File: src/rtl/uart_pkg.sv
// ---------------------------------------------------------------------------
// uart_pkg
// Shared definitions for the UART transmit queue: byte width and the
// launch FSM state encoding.
// No ports (package).
// ---------------------------------------------------------------------------
package uart_pkg;

  // Width of one queued/transmitted byte.
  localparam int BYTE_W = 8;

  // Raw state encodings kept as plain constants for legacy users.
  localparam logic [1:0] LP_IDLE      = 2'd0;
  localparam logic [1:0] LP_LAUNCH    = 2'd1;
  localparam logic [1:0] LP_WAIT_DONE = 2'd2;

  typedef enum logic [1:0] {
    ST_IDLE      = LP_IDLE,
    ST_LAUNCH    = LP_LAUNCH,
    ST_WAIT_DONE = LP_WAIT_DONE
  } t_tx_queue_state;

endpackage : uart_pkg

File: src/rtl/uart_tx_queue_if.sv
// ---------------------------------------------------------------------------
// uart_tx_queue_if
// Bundles the producer write port, queue status and the transmitter
// handshake of uart_tx_queue.
//   i_Wr_DV/i_Wr_Byte      : producer write strobe and byte
//   o_Full/o_Empty/o_Count : occupancy status
//   o_Overflow             : one-cycle pulse per dropped write
//   o_Busy                 : queue non-empty or launch FSM not idle
//   o_TX_DV/o_TX_Byte      : launch strobe and byte to the transmitter
//   i_TX_Active/i_TX_Done  : transmitter status and completion pulse
//   o_Ovf_Count            : dropped-write counter, only present when
//                            UART_TX_QUEUE_OVF_CNT_EN is defined
// Modports: master = producer/transmitter side, slave = the queue.
// ---------------------------------------------------------------------------
interface uart_tx_queue_if #(
  parameter int DEPTH = 16
);
  import uart_pkg::*;

  localparam int CW = $clog2(DEPTH) + 1;

  logic              i_Wr_DV;
  logic [BYTE_W-1:0] i_Wr_Byte;
  logic              o_Full;
  logic              o_Empty;
  logic [CW-1:0]     o_Count;
  logic              o_Overflow;
  logic              o_Busy;
  logic              o_TX_DV;
  logic [BYTE_W-1:0] o_TX_Byte;
  logic              i_TX_Active;
  logic              i_TX_Done;

`ifdef UART_TX_QUEUE_OVF_CNT_EN
  logic [15:0]       o_Ovf_Count;

  modport master (
    output i_Wr_DV, i_Wr_Byte, i_TX_Active, i_TX_Done,
    input  o_Full, o_Empty, o_Count, o_Overflow, o_Busy, o_TX_DV, o_TX_Byte,
    input  o_Ovf_Count
  );

  modport slave (
    input  i_Wr_DV, i_Wr_Byte, i_TX_Active, i_TX_Done,
    output o_Full, o_Empty, o_Count, o_Overflow, o_Busy, o_TX_DV, o_TX_Byte,
    output o_Ovf_Count
  );
`else
  modport master (
    output i_Wr_DV, i_Wr_Byte, i_TX_Active, i_TX_Done,
    input  o_Full, o_Empty, o_Count, o_Overflow, o_Busy, o_TX_DV, o_TX_Byte
  );

  modport slave (
    input  i_Wr_DV, i_Wr_Byte, i_TX_Active, i_TX_Done,
    output o_Full, o_Empty, o_Count, o_Overflow, o_Busy, o_TX_DV, o_TX_Byte
  );
`endif

endinterface : uart_tx_queue_if

File: src/rtl/uart_byte_fifo.sv
// ---------------------------------------------------------------------------
// uart_byte_fifo
// DEPTH x 8 circular byte store. Occupancy is tracked by the owner, which
// never writes when full nor reads when empty.
//   clk_i     : clock
//   rst_i     : asynchronous active-high reset (pointers only)
//   wr_en_i   : write wr_byte_i at the tail
//   wr_byte_i : byte to store
//   rd_en_i   : advance the head
//   head_o    : byte at the head, read straight out of the storage flops
// ---------------------------------------------------------------------------
module uart_byte_fifo
  import uart_pkg::*;
#(
  parameter int DEPTH = 16
) (
  input  logic              clk_i,
  input  logic              rst_i,
  input  logic              wr_en_i,
  input  logic [BYTE_W-1:0] wr_byte_i,
  input  logic              rd_en_i,
  output logic [BYTE_W-1:0] head_o
);

  localparam int AW = $clog2(DEPTH);

  logic [BYTE_W-1:0] mem_q [DEPTH];
  logic [AW-1:0]     wr_ptr_q;
  logic [AW-1:0]     rd_ptr_q;

  // Storage array; contents are meaningless after reset until rewritten.
  always_ff @(posedge clk_i) begin
    if (wr_en_i) begin
      mem_q[wr_ptr_q] <= wr_byte_i;
    end
  end

  // Pointers wrap naturally because DEPTH is a power of two.
  always_ff @(posedge clk_i or posedge rst_i) begin
    if (rst_i) begin
      wr_ptr_q <= '0;
      rd_ptr_q <= '0;
    end else begin
      if (wr_en_i) begin
        wr_ptr_q <= wr_ptr_q + AW'(1);
      end
      if (rd_en_i) begin
        rd_ptr_q <= rd_ptr_q + AW'(1);
      end
    end
  end

  assign head_o = mem_q[rd_ptr_q];

endmodule : uart_byte_fifo

File: src/rtl/uart_tx_queue.sv
// ---------------------------------------------------------------------------
// uart_tx_queue
// Byte queue in front of a UART transmitter. Accepts producer writes,
// drops writes while full, and launches one byte at a time, waiting for
// the transmitter's done pulse before the next launch.
//   i_Clock : clock, all state on rising edge
//   i_Reset : asynchronous active-high reset
//   bus     : uart_tx_queue_if.slave (write port, status, TX handshake)
// Optional: define UART_TX_QUEUE_OVF_CNT_EN to add a saturating 16-bit
// dropped-write counter on bus.o_Ovf_Count.
// ---------------------------------------------------------------------------
module uart_tx_queue
  import uart_pkg::*;
#(
  parameter int DEPTH = 16
) (
  input  logic           i_Clock,
  input  logic           i_Reset,
  uart_tx_queue_if.slave bus
);

  localparam int CW = $clog2(DEPTH) + 1;

  t_tx_queue_state   state_q, state_d;
  logic [CW-1:0]     count_q, count_d;
  logic              full_q, empty_q, ovf_q, busy_q, tx_dv_q;
  logic [BYTE_W-1:0] tx_byte_q;
  logic [BYTE_W-1:0] head_s;
  logic              wr_accept_s, pop_s, launch_s;

  // Full is the registered flag, so a pop in the same cycle never frees room.
  assign wr_accept_s = bus.i_Wr_DV & ~full_q;
  assign pop_s       = (state_q == ST_LAUNCH);

  uart_byte_fifo #(.DEPTH(DEPTH)) u_fifo (
    .clk_i     (i_Clock),
    .rst_i     (i_Reset),
    .wr_en_i   (wr_accept_s),
    .wr_byte_i (bus.i_Wr_Byte),
    .rd_en_i   (pop_s),
    .head_o    (head_s)
  );

  // Launch FSM next state; launch_s marks the IDLE->LAUNCH transition.
  always_comb begin
    state_d  = state_q;
    launch_s = 1'b0;
    case (state_q)
      ST_IDLE: begin
        if (!empty_q && !bus.i_TX_Active) begin
          state_d  = ST_LAUNCH;
          launch_s = 1'b1;
        end else begin
          state_d  = ST_IDLE;
        end
      end
      ST_LAUNCH: begin
        state_d = ST_WAIT_DONE;
      end
      ST_WAIT_DONE: begin
        if (bus.i_TX_Done) begin
          state_d = ST_IDLE;
        end else begin
          state_d = ST_WAIT_DONE;
        end
      end
      default: begin
        state_d = ST_IDLE;
      end
    endcase
  end

  // Occupancy next value; write plus pop in one cycle cancel out.
  always_comb begin
    count_d = count_q;
    case ({wr_accept_s, pop_s})
      2'b10:   count_d = count_q + CW'(1);
      2'b01:   count_d = count_q - CW'(1);
      default: count_d = count_q;
    endcase
  end

  // State and status registers; flags derive from next-state values so
  // they line up with o_Count and the FSM state in the same cycle.
  always_ff @(posedge i_Clock or posedge i_Reset) begin
    if (i_Reset) begin
      state_q   <= ST_IDLE;
      count_q   <= '0;
      full_q    <= 1'b0;
      empty_q   <= 1'b1;
      ovf_q     <= 1'b0;
      busy_q    <= 1'b0;
      tx_dv_q   <= 1'b0;
      tx_byte_q <= '0;
    end else begin
      state_q <= state_d;
      count_q <= count_d;
      full_q  <= (count_d == CW'(DEPTH));
      empty_q <= (count_d == '0);
      ovf_q   <= bus.i_Wr_DV & full_q;
      busy_q  <= (count_d != '0) || (state_d != ST_IDLE);
      tx_dv_q <= launch_s;
      if (launch_s) begin
        tx_byte_q <= head_s;
      end
    end
  end

  assign bus.o_Full     = full_q;
  assign bus.o_Empty    = empty_q;
  assign bus.o_Count    = count_q;
  assign bus.o_Overflow = ovf_q;
  assign bus.o_Busy     = busy_q;
  assign bus.o_TX_DV    = tx_dv_q;
  assign bus.o_TX_Byte  = tx_byte_q;

`ifdef UART_TX_QUEUE_OVF_CNT_EN
  logic [15:0] ovf_cnt_q;

  // Saturating count of dropped writes.
  always_ff @(posedge i_Clock or posedge i_Reset) begin
    if (i_Reset) begin
      ovf_cnt_q <= 16'h0000;
    end else if (bus.i_Wr_DV && full_q && (ovf_cnt_q != 16'hFFFF)) begin
      ovf_cnt_q <= ovf_cnt_q + 16'd1;
    end
  end

  assign bus.o_Ovf_Count = ovf_cnt_q;
`else
  // Dropped writes are only signalled through the o_Overflow pulse.
`endif

endmodule : uart_tx_queue

File: src/flat_wrapper.sv
// flat-port wrapper written by rule: the top's interface ports become plain ports
module uart_tx_queue_flat import uart_pkg::*;
#(
  parameter int DEPTH = 16
)
  (i_Clock, i_Reset, bus_i_Wr_DV, bus_i_Wr_Byte, bus_i_TX_Active, bus_i_TX_Done, bus_o_Full, bus_o_Empty, bus_o_Count, bus_o_Overflow, bus_o_Busy, bus_o_TX_DV, bus_o_TX_Byte);
  uart_tx_queue_if #(.DEPTH(DEPTH)) bus_i ();
  input  logic i_Clock;
  input  logic i_Reset;
  input wire logic [$bits(bus_i.i_Wr_DV)-1:0] bus_i_Wr_DV;
  input wire logic [$bits(bus_i.i_Wr_Byte)-1:0] bus_i_Wr_Byte;
  input wire logic [$bits(bus_i.i_TX_Active)-1:0] bus_i_TX_Active;
  input wire logic [$bits(bus_i.i_TX_Done)-1:0] bus_i_TX_Done;
  output wire logic [$bits(bus_i.o_Full)-1:0] bus_o_Full;
  output wire logic [$bits(bus_i.o_Empty)-1:0] bus_o_Empty;
  output wire logic [$bits(bus_i.o_Count)-1:0] bus_o_Count;
  output wire logic [$bits(bus_i.o_Overflow)-1:0] bus_o_Overflow;
  output wire logic [$bits(bus_i.o_Busy)-1:0] bus_o_Busy;
  output wire logic [$bits(bus_i.o_TX_DV)-1:0] bus_o_TX_DV;
  output wire logic [$bits(bus_i.o_TX_Byte)-1:0] bus_o_TX_Byte;
  assign bus_i.i_Wr_DV = bus_i_Wr_DV;
  assign bus_i.i_Wr_Byte = bus_i_Wr_Byte;
  assign bus_i.i_TX_Active = bus_i_TX_Active;
  assign bus_i.i_TX_Done = bus_i_TX_Done;
  assign bus_o_Full = bus_i.o_Full;
  assign bus_o_Empty = bus_i.o_Empty;
  assign bus_o_Count = bus_i.o_Count;
  assign bus_o_Overflow = bus_i.o_Overflow;
  assign bus_o_Busy = bus_i.o_Busy;
  assign bus_o_TX_DV = bus_i.o_TX_DV;
  assign bus_o_TX_Byte = bus_i.o_TX_Byte;
  uart_tx_queue #(.DEPTH(DEPTH)) u_core (.i_Clock(i_Clock), .i_Reset(i_Reset), .bus(bus_i));
endmodule
File: config.mk
export PLATFORM = sky130hd
export DESIGN_NAME = uart_tx_queue_flat
export DESIGN_NICKNAME = d
export VERILOG_FILES = /design/src/rtl/uart_pkg.sv /design/src/rtl/uart_tx_queue_if.sv /design/src/rtl/uart_byte_fifo.sv /design/src/rtl/uart_tx_queue.sv /design/src/flat_wrapper.sv
export SDC_FILE = /design/constraint.sdc
export NUM_CORES = 1
export LEC_CHECK = 0
export ABC_CLOCK_PERIOD_IN_PS = 3300
export BUFFER_PORTS_ARGS = -buffer_cell sky130_fd_sc_hd__clkbuf_2
export CAP_MARGIN = 10
export CELL_PAD_IN_SITES_DETAIL_PLACEMENT = 0
export CELL_PAD_IN_SITES_GLOBAL_PLACEMENT = 1
export CORE_ASPECT_RATIO = 1.4
export CORE_MARGIN = 10
export CORE_UTILIZATION = 30
export CTS_BUF_LIST = sky130_fd_sc_hd__clkbuf_8
export CTS_CLUSTER_DIAMETER = 100
export DETAILED_ROUTE_END_ITERATION = 6
export PLACE_DENSITY = 0.54
export SLEW_MARGIN = 0
export SYNTH_ARGS = -nofsm -noshare
export SYNTH_HDL_FRONTEND = slang
export SYNTH_SLANG_ARGS = --single-unit
File: constraint.sdc
create_clock -name i_Clock -period 3.3 [get_ports i_Clock]
set_input_delay 0.495 -clock i_Clock [delete_from_list [all_inputs] [get_ports i_Clock]]
set_output_delay 0.495 -clock i_Clock [all_outputs]
set_load 0.1 [all_outputs]
==> results of run 1 <==
[synth_stat cells (5+ instances only)]
cell type,count
nor2_1,12
edfxtp_1,128
nand2_1,6
ha_1,8
mux4_2,32
xnor2_1,7
mux2i_1,17
o21ai_0,7
a21oi_1,10
dfrtp_1,26
buf_2,6
xor2_1,5
inv_1,6
clkbuf_1,9
and2_1,17
[layer usage]
layer	track usage, %	share of wire [%]	routed length (um)	vias up
li1	-	-	-	1376
met5	0	0	0	-
met4	3.47	1.4	177	0
met2	18.4	57	7340	47
met3	2.49	3.3	427	12
met1	10.8	39	4990	1570
[kinds of logic after synthesis]
kind of cell | after synthesis
AOI/OAI and AO/OA | 26
adders and majority gates | 8
muxes | 52
DFF | 155
and+or+nand+nor | 55
buffers and inverters | 24
xor gates and xnor gates | 12
[per-stage QoR]
stage / total power, mW / hold WS (ns) / utilization [%] / worst slack (ns) / instance area (um2)
6_report: 6.54 / 0.266 / 34.5 / 0.540 / 7060
2_1_floorplan: 4.69 / 0.478 / - / 0.114 / 6230
3_3_place_gp: 5.28 / 0.486 / 32.6 / 0.403 / 6690
4_1_cts: 6.66 / 0.243 / 34.5 / 0.501 / 7060
5_1_grt: 6.93 / 0.248 / 34.5 / 0.254 / 7060
3_5_place_dp: 5.32 / 0.491 / 32.6 / 0.354 / 6690
[flip-flops by register name, indices dropped and copies added (netlist names), 2 cells and up]
register                flops
u_core.state_q              2
u_core.bus.o_Count          5
u_core.u_fifo.mem_q       128
u_core.u_fifo.rd_ptr_q      4
u_core.u_fifo.wr_ptr_q      4
u_core.bus.o_TX_Byte        8
[critical path, delay by kind of cell, from the launching register on]
kind,cells,cell delay (ns)
buffers and inverters,1,0.12
XOR/XNOR,2,0.32
AND/OR/NAND/NOR,3,1.05
AO/OA/AOI/OAI,2,0.25
adder cells (fa/ha/maj),2,0.45
flip-flops,1,0.43
[cell type report]
| class | count | area share (%) |
|---|---|---|
| clock buffers | 17 | 3.31 |
| inverters | 6 | 0.319 |
| multi-input cells | 153 | 22.6 |
| clock inverters | 15 | 1.99 |
| flip-flops and latches | 155 | 64.1 |
| repair buffers | 38 | 3.15 |
| well taps | 256 | 4.54 |
[power by group]
part	internal [mW]	total, mW	switching (mW)	leakage, nW
clock	0.607	1.34	0.736	0.174
sequential	2.45	2.69	0.240	1.48
combinational	0.876	2.51	1.63	0.789
[final timing paths]
check                                     endpoint  cells past startpoint                    start  slack, ns
setup reg to reg                 u_core.bus.o_Busy                     10        u_core.bus.o_Full       0.54
max in group asynchronous        u_core.state_q[0]                      2                  i_Reset       2.35
hold reg to reg            u_core.bus.o_TX_Byte[6]                      2  u_core.bus.o_TX_Byte[6]       0.50
setup / recovery                 u_core.bus.o_Busy                     10        u_core.bus.o_Full       0.54
min in group i_Clock         u_core.bus.o_Overflow                      2              bus_i_Wr_DV       0.27
hold / removal             u_core.bus.o_TX_Byte[7]                      2                  i_Reset       0.27
==> flow_metrics.tcl, run 1 <==
set metrics [dict create \
    outcome "finished, final reports clean" \
    final_common_cell "edfxtp_1" \
    synthArstFlopShare_pct 17.4 \
    clock-root-buffer "clkbuf_8" \
    die-area_mm2 0.0270 \
    finalCritPeriodShare_pct 83.6 \
    die_w_um 142 \
    worstSetupEndpointType "flip-flop" \
    cts_buffer_depth 2 \
    synth_simple_gate_area_share_pct 4.92 \
    start_util_pct 30.4 \
    wl_mm 12.9 \
    io_pins 31 \
    multiInputGateArea_mm2 0.00160 \
    path_clk_slew_ns 0.09 \
    grt_setup_unrepaired "false" \
    insertion_delay_ns 0.44 \
    leakage_nw 2.44 \
    hold_viol 0 \
    num_rows 62 \
    synth_compound_area_share_pct 2.55 \
    via_count 3005 \
    fillCellCount 1966 \
    cts_tree "yes" \
    maxCapViolations 0 \
    finalSetupViolations 0 \
    cts-resized-gates 0 \
    cts_max_level 4 \
    cts.sinks 155 \
    power.density_mw_per_mm2 926 \
    ys.flop_type "edfxtp_1" \
    synth_xor_area_share_pct 1.69 \
    synthDistinctLibCells 38 \
    portBuffers 30 \
    dp_hpwl_mm 8.66 \
    yosysTopAreaCell "edfxtp_1" \
    route.detailed.drc 0 \
    grt_pass1_wl_mm 20.1 \
    gp_congestion 0.723 \
    layout_common_cells "edfxtp_1 (128), mux4_2 (32), clkbuf_2 (30), dfrtp_1 (23)" \
    place_inst 608 \
    antenna_found_initial 0 \
    tns_ns 0 \
    cp.arrival_ns 3.07 \
    syn_nets 353 \
    wl_per_cell_um 20.2 \
    netlist_instances 332 \
    fmax_mhz 362 \
    grt_pass1_vias 3316 \
    register_area_mm2 0.00452 \
    nets 392 \
    postCtsSetupBuffers 0 \
    skew_ns 0.0162 \
    cp_max_fo 4 \
    diodes 0 \
    die_h_um 190 \
    ys_seq_elements 155 \
    drive_gt1_share_pct 28.9 \
    gr-total-overflow 0 \
    grt_util_all_layers_pct 10.0 \
    tightest_slew_ns 1.02 \
    slew_headroom_pct 32.1 \
    min_period_ns 2.76 \
    area_growth_pct 13.4 \
    vdd_ir_drop_max_uv 288 \
    avgSynthCellArea_um2 18.7 \
    cp.required_ns 3.61 \
    stdcell_count 640 \
    drt_iter0_drc 214 \
    start_kind "flip-flop" \
    viasPerCell 4.70 \
    synth_fa_ha_area_share_pct 1.61 \
    core_mm2 0.0205 \
    critPathKind "flip-flop to flip-flop" \
    path_cells "nor2b_1, inv_1, ha_1, xor2_1, ha_1, o221ai_1, o31ai_1, nor4_1, xor2_1, or4_1" \
    slowest_delay_ns 0.54 \
    first_pass_iters 4 \
    drv_slew 0 \
    grt_max_degree 36 \
    synth_area_mm2 0.00622 \
    cts_hold_buf 0 \
    synthTopCellsByArea "edfxtp_1 (62%), mux4_2 (12%), dfrtp_1 (10%)" \
    synth_edf_count 128 \
    synth_warnings 0 \
    cts_made_buffers 17 \
    hp-class "input pin to async pin" \
    ant_nets 0 \
    critPathSlowestCell "or4_1" \
    synth-seq-area-share_pct 72.6 \
    yosysTopAreaCellShare_pct 61.7 \
    synth_mux_area_share_pct 14.9 \
    synth_top_family_by_area "multiplexers" \
]
Note: power is estimated with default switching activity, not from simulation.
==> run 2: changes to the inputs <==
- ABC_CLOCK_PERIOD_IN_PS: 3300 -> 2400
- PLACE_DENSITY: 0.54 -> 0.56
- clock period: 3.3 -> 2.4 ns (I/O delays scaled with it)
==> flow_metrics.tcl, run 2 (synthesis results as in run 1) <==
set metrics [dict create \
    switchingPower_mw 3.72 \
    seqPwrFrac_pct 39.2 \
    power.density_mw_per_mm2 1290 \
    multiInputGateArea_mm2 0.00165 \
    die-area_mm2 0.0270 \
    io_pins 31 \
    slew_headroom_pct 61.6 \
    drive_gt1_share_pct 34.7 \
    antenna_found_initial 0 \
    fmax_mhz 409 \
    wl_per_cell_um 19.6 \
    cp_max_fo 3 \
    grt_pass1_vias 3491 \
    r2r-start "u_core.bus.o_Full" \
    maxCapViolations 0 \
    vdd_ir_drop_max_uv 407 \
    r2r-end "u_core.bus.o_Busy" \
    fillCellCount 1942 \
    first_pass_iters 4 \
    die_h_um 190 \
    regToRegSetupSlack_ns -0.05 \
    start_util_pct 30.4 \
    finalCritPeriodShare_pct 102 \
    cts_max_level 4 \
    cts_buffer_depth 2 \
    cts_made_buffers 17 \
    gr-total-overflow 0 \
    drv_slew 0 \
    fin_ws_ns -0.0471 \
    hold_ws_ns 0.133 \
    leakage_nw 2.59 \
    crit_end "u_core.bus.o_Busy" \
    area_growth_pct 17.9 \
    cts.sinks 155 \
    register_area_mm2 0.00453 \
    ant_nets 0 \
    diodes 0 \
    top_layer "met4" \
    viasPerCell 4.72 \
    hold_viol 0 \
    gp_congestion 0.731 \
    path_clk_slew_ns 0.09 \
    violations "setup timing" \
    insertion_delay_ns 0.45 \
    wl_met1_mm 5.14 \
    critPathKind "flip-flop to flip-flop" \
    p_clk_share_pct 20.7 \
    met3_length_um 430 \
    largest_register "u_core.u_fifo.mem_q" \
    wl_mm 13.0 \
    grt_pass1_wl_mm 20.7 \
    finalSetupViolations 1 \
    worstSetupEndpointType "flip-flop" \
    switching_share_pct 39.2 \
    core_mm2 0.0205 \
    skew_ns 0.00622 \
    die_w_um 142 \
    min_period_ns 2.45 \
    hp-class "input pin to flip-flop" \
    r2r_cells 10 \
    via_count 3125 \
    clock-root-buffer "clkbuf_8" \
    portBuffers 30 \
    wl_met2_mm 7.12 \
    final_common_cell "edfxtp_1" \
    p_int_mw 5.78 \
    grt_max_degree 36 \
    route.detailed.drc 0 \
    critPathLaunch "u_core.bus.o_Full" \
    grt_util_all_layers_pct 10.3 \
    layout_common_cells "edfxtp_1 (128), mux4_2 (32), clkbuf_2 (30), buf_4 (26), dfrtp_1 (23)" \
    p_comb_share_pct 40.1 \
    cp.required_ns 2.73 \
    largest_reg_flops 128 \
    start_kind "flip-flop" \
    dp_hpwl_mm 8.90 \
    tightest_slew_ns 0.576 \
    cts_tree "yes" \
    final_util_pct 35.8 \
    outcome "complete, but fails checks" \
    grt_setup_unrepaired "true" \
    num_rows 62 \
    drt_iter0_drc 155 \
    cp.arrival_ns 2.77 \
    nets 414 \
]
[run 2: worst min path at each step]
stage	startpoint	endpoint	cells after the start
floorplan	i_Reset	u_core.bus.o_Busy	1
global placement	i_Reset	u_core.bus.o_TX_Byte[0]	3
detailed placement	i_Reset	u_core.u_fifo.rd_ptr_q[3]	3
CTS	bus_i_Wr_DV	u_core.bus.o_Overflow	2
global route	bus_i_Wr_DV	u_core.bus.o_Overflow	2
finish	bus_i_Wr_DV	u_core.bus.o_Overflow	2
[run 2: per-stage QoR]
step	total power, mW	cells	setup WS (ns)	TNS (ns)	instance area [um2]
2_1_floorplan	6.50	332	-0.421	-0.672	6260
3_3_place_gp	7.55	627	-0.259	-0.424	6880
3_5_place_dp	7.60	627	-0.235	-0.426	6880
4_1_cts	9.60	661	-0.0644	-0.108	7310
5_1_grt	10.0	662	-0.155	-0.238	7340
6_report	9.50	662	-0.0471	-0.0471	7340
[run 2: timing repair]
| item | CTS | global route |
|---|---|---|
| hold buffers | 1 | 0 |
| endpoints found under the setup margin | 3 | 3 |
| hold endpoints to repair | 26 | 0 |
| cloned | 0 | 0 |
| pin swaps | 0 | 4 |
| setup buffers | 1 | 3 |
| resized for setup | 4 | 3 |
[run 2: area by class of cell]
cell class	count	area share [%]
Sequential cell	155	61.7
Tap cell	256	4.37
Multi-Input combinational cell	153	22.5
Inverter	6	0.341
Timing Repair Buffer	60	5.66
Clock buffer	17	3.19
Clock inverter	15	2.23
[run 2: layer usage]
metal,global-route usage [%],vias up
li1,-,1415
met1,11.0,1645
met2,18.5,53
met3,2.57,12
met4,4.45,0
met5,0,-
[run 2: critical path: stages (launching register included)]
cell	delay, ns
dfrtp_4	0.49
nor2b_4	0.14
inv_4	0.05
ha_4	0.15
xor2_1	0.14
ha_2	0.20
a21oi_2	0.12
mux2i_1	0.22
xnor2_1	0.10
or2_4	0.24
or4_1	0.46
[run 2: power by group through the flow]
| stage | clock (mW) | sequential, mW | combinational (mW) |
|---|---|---|---|
| floorplan | 0 | 4.56 | 1.94 |
| global placement | 0 | 3.78 | 3.77 |
| detailed placement | 0 | 3.79 | 3.81 |
| CTS | 2.03 | 3.74 | 3.83 |
| global route | 2.13 | 3.79 | 4.13 |
| finish | 1.96 | 3.72 | 3.81 |
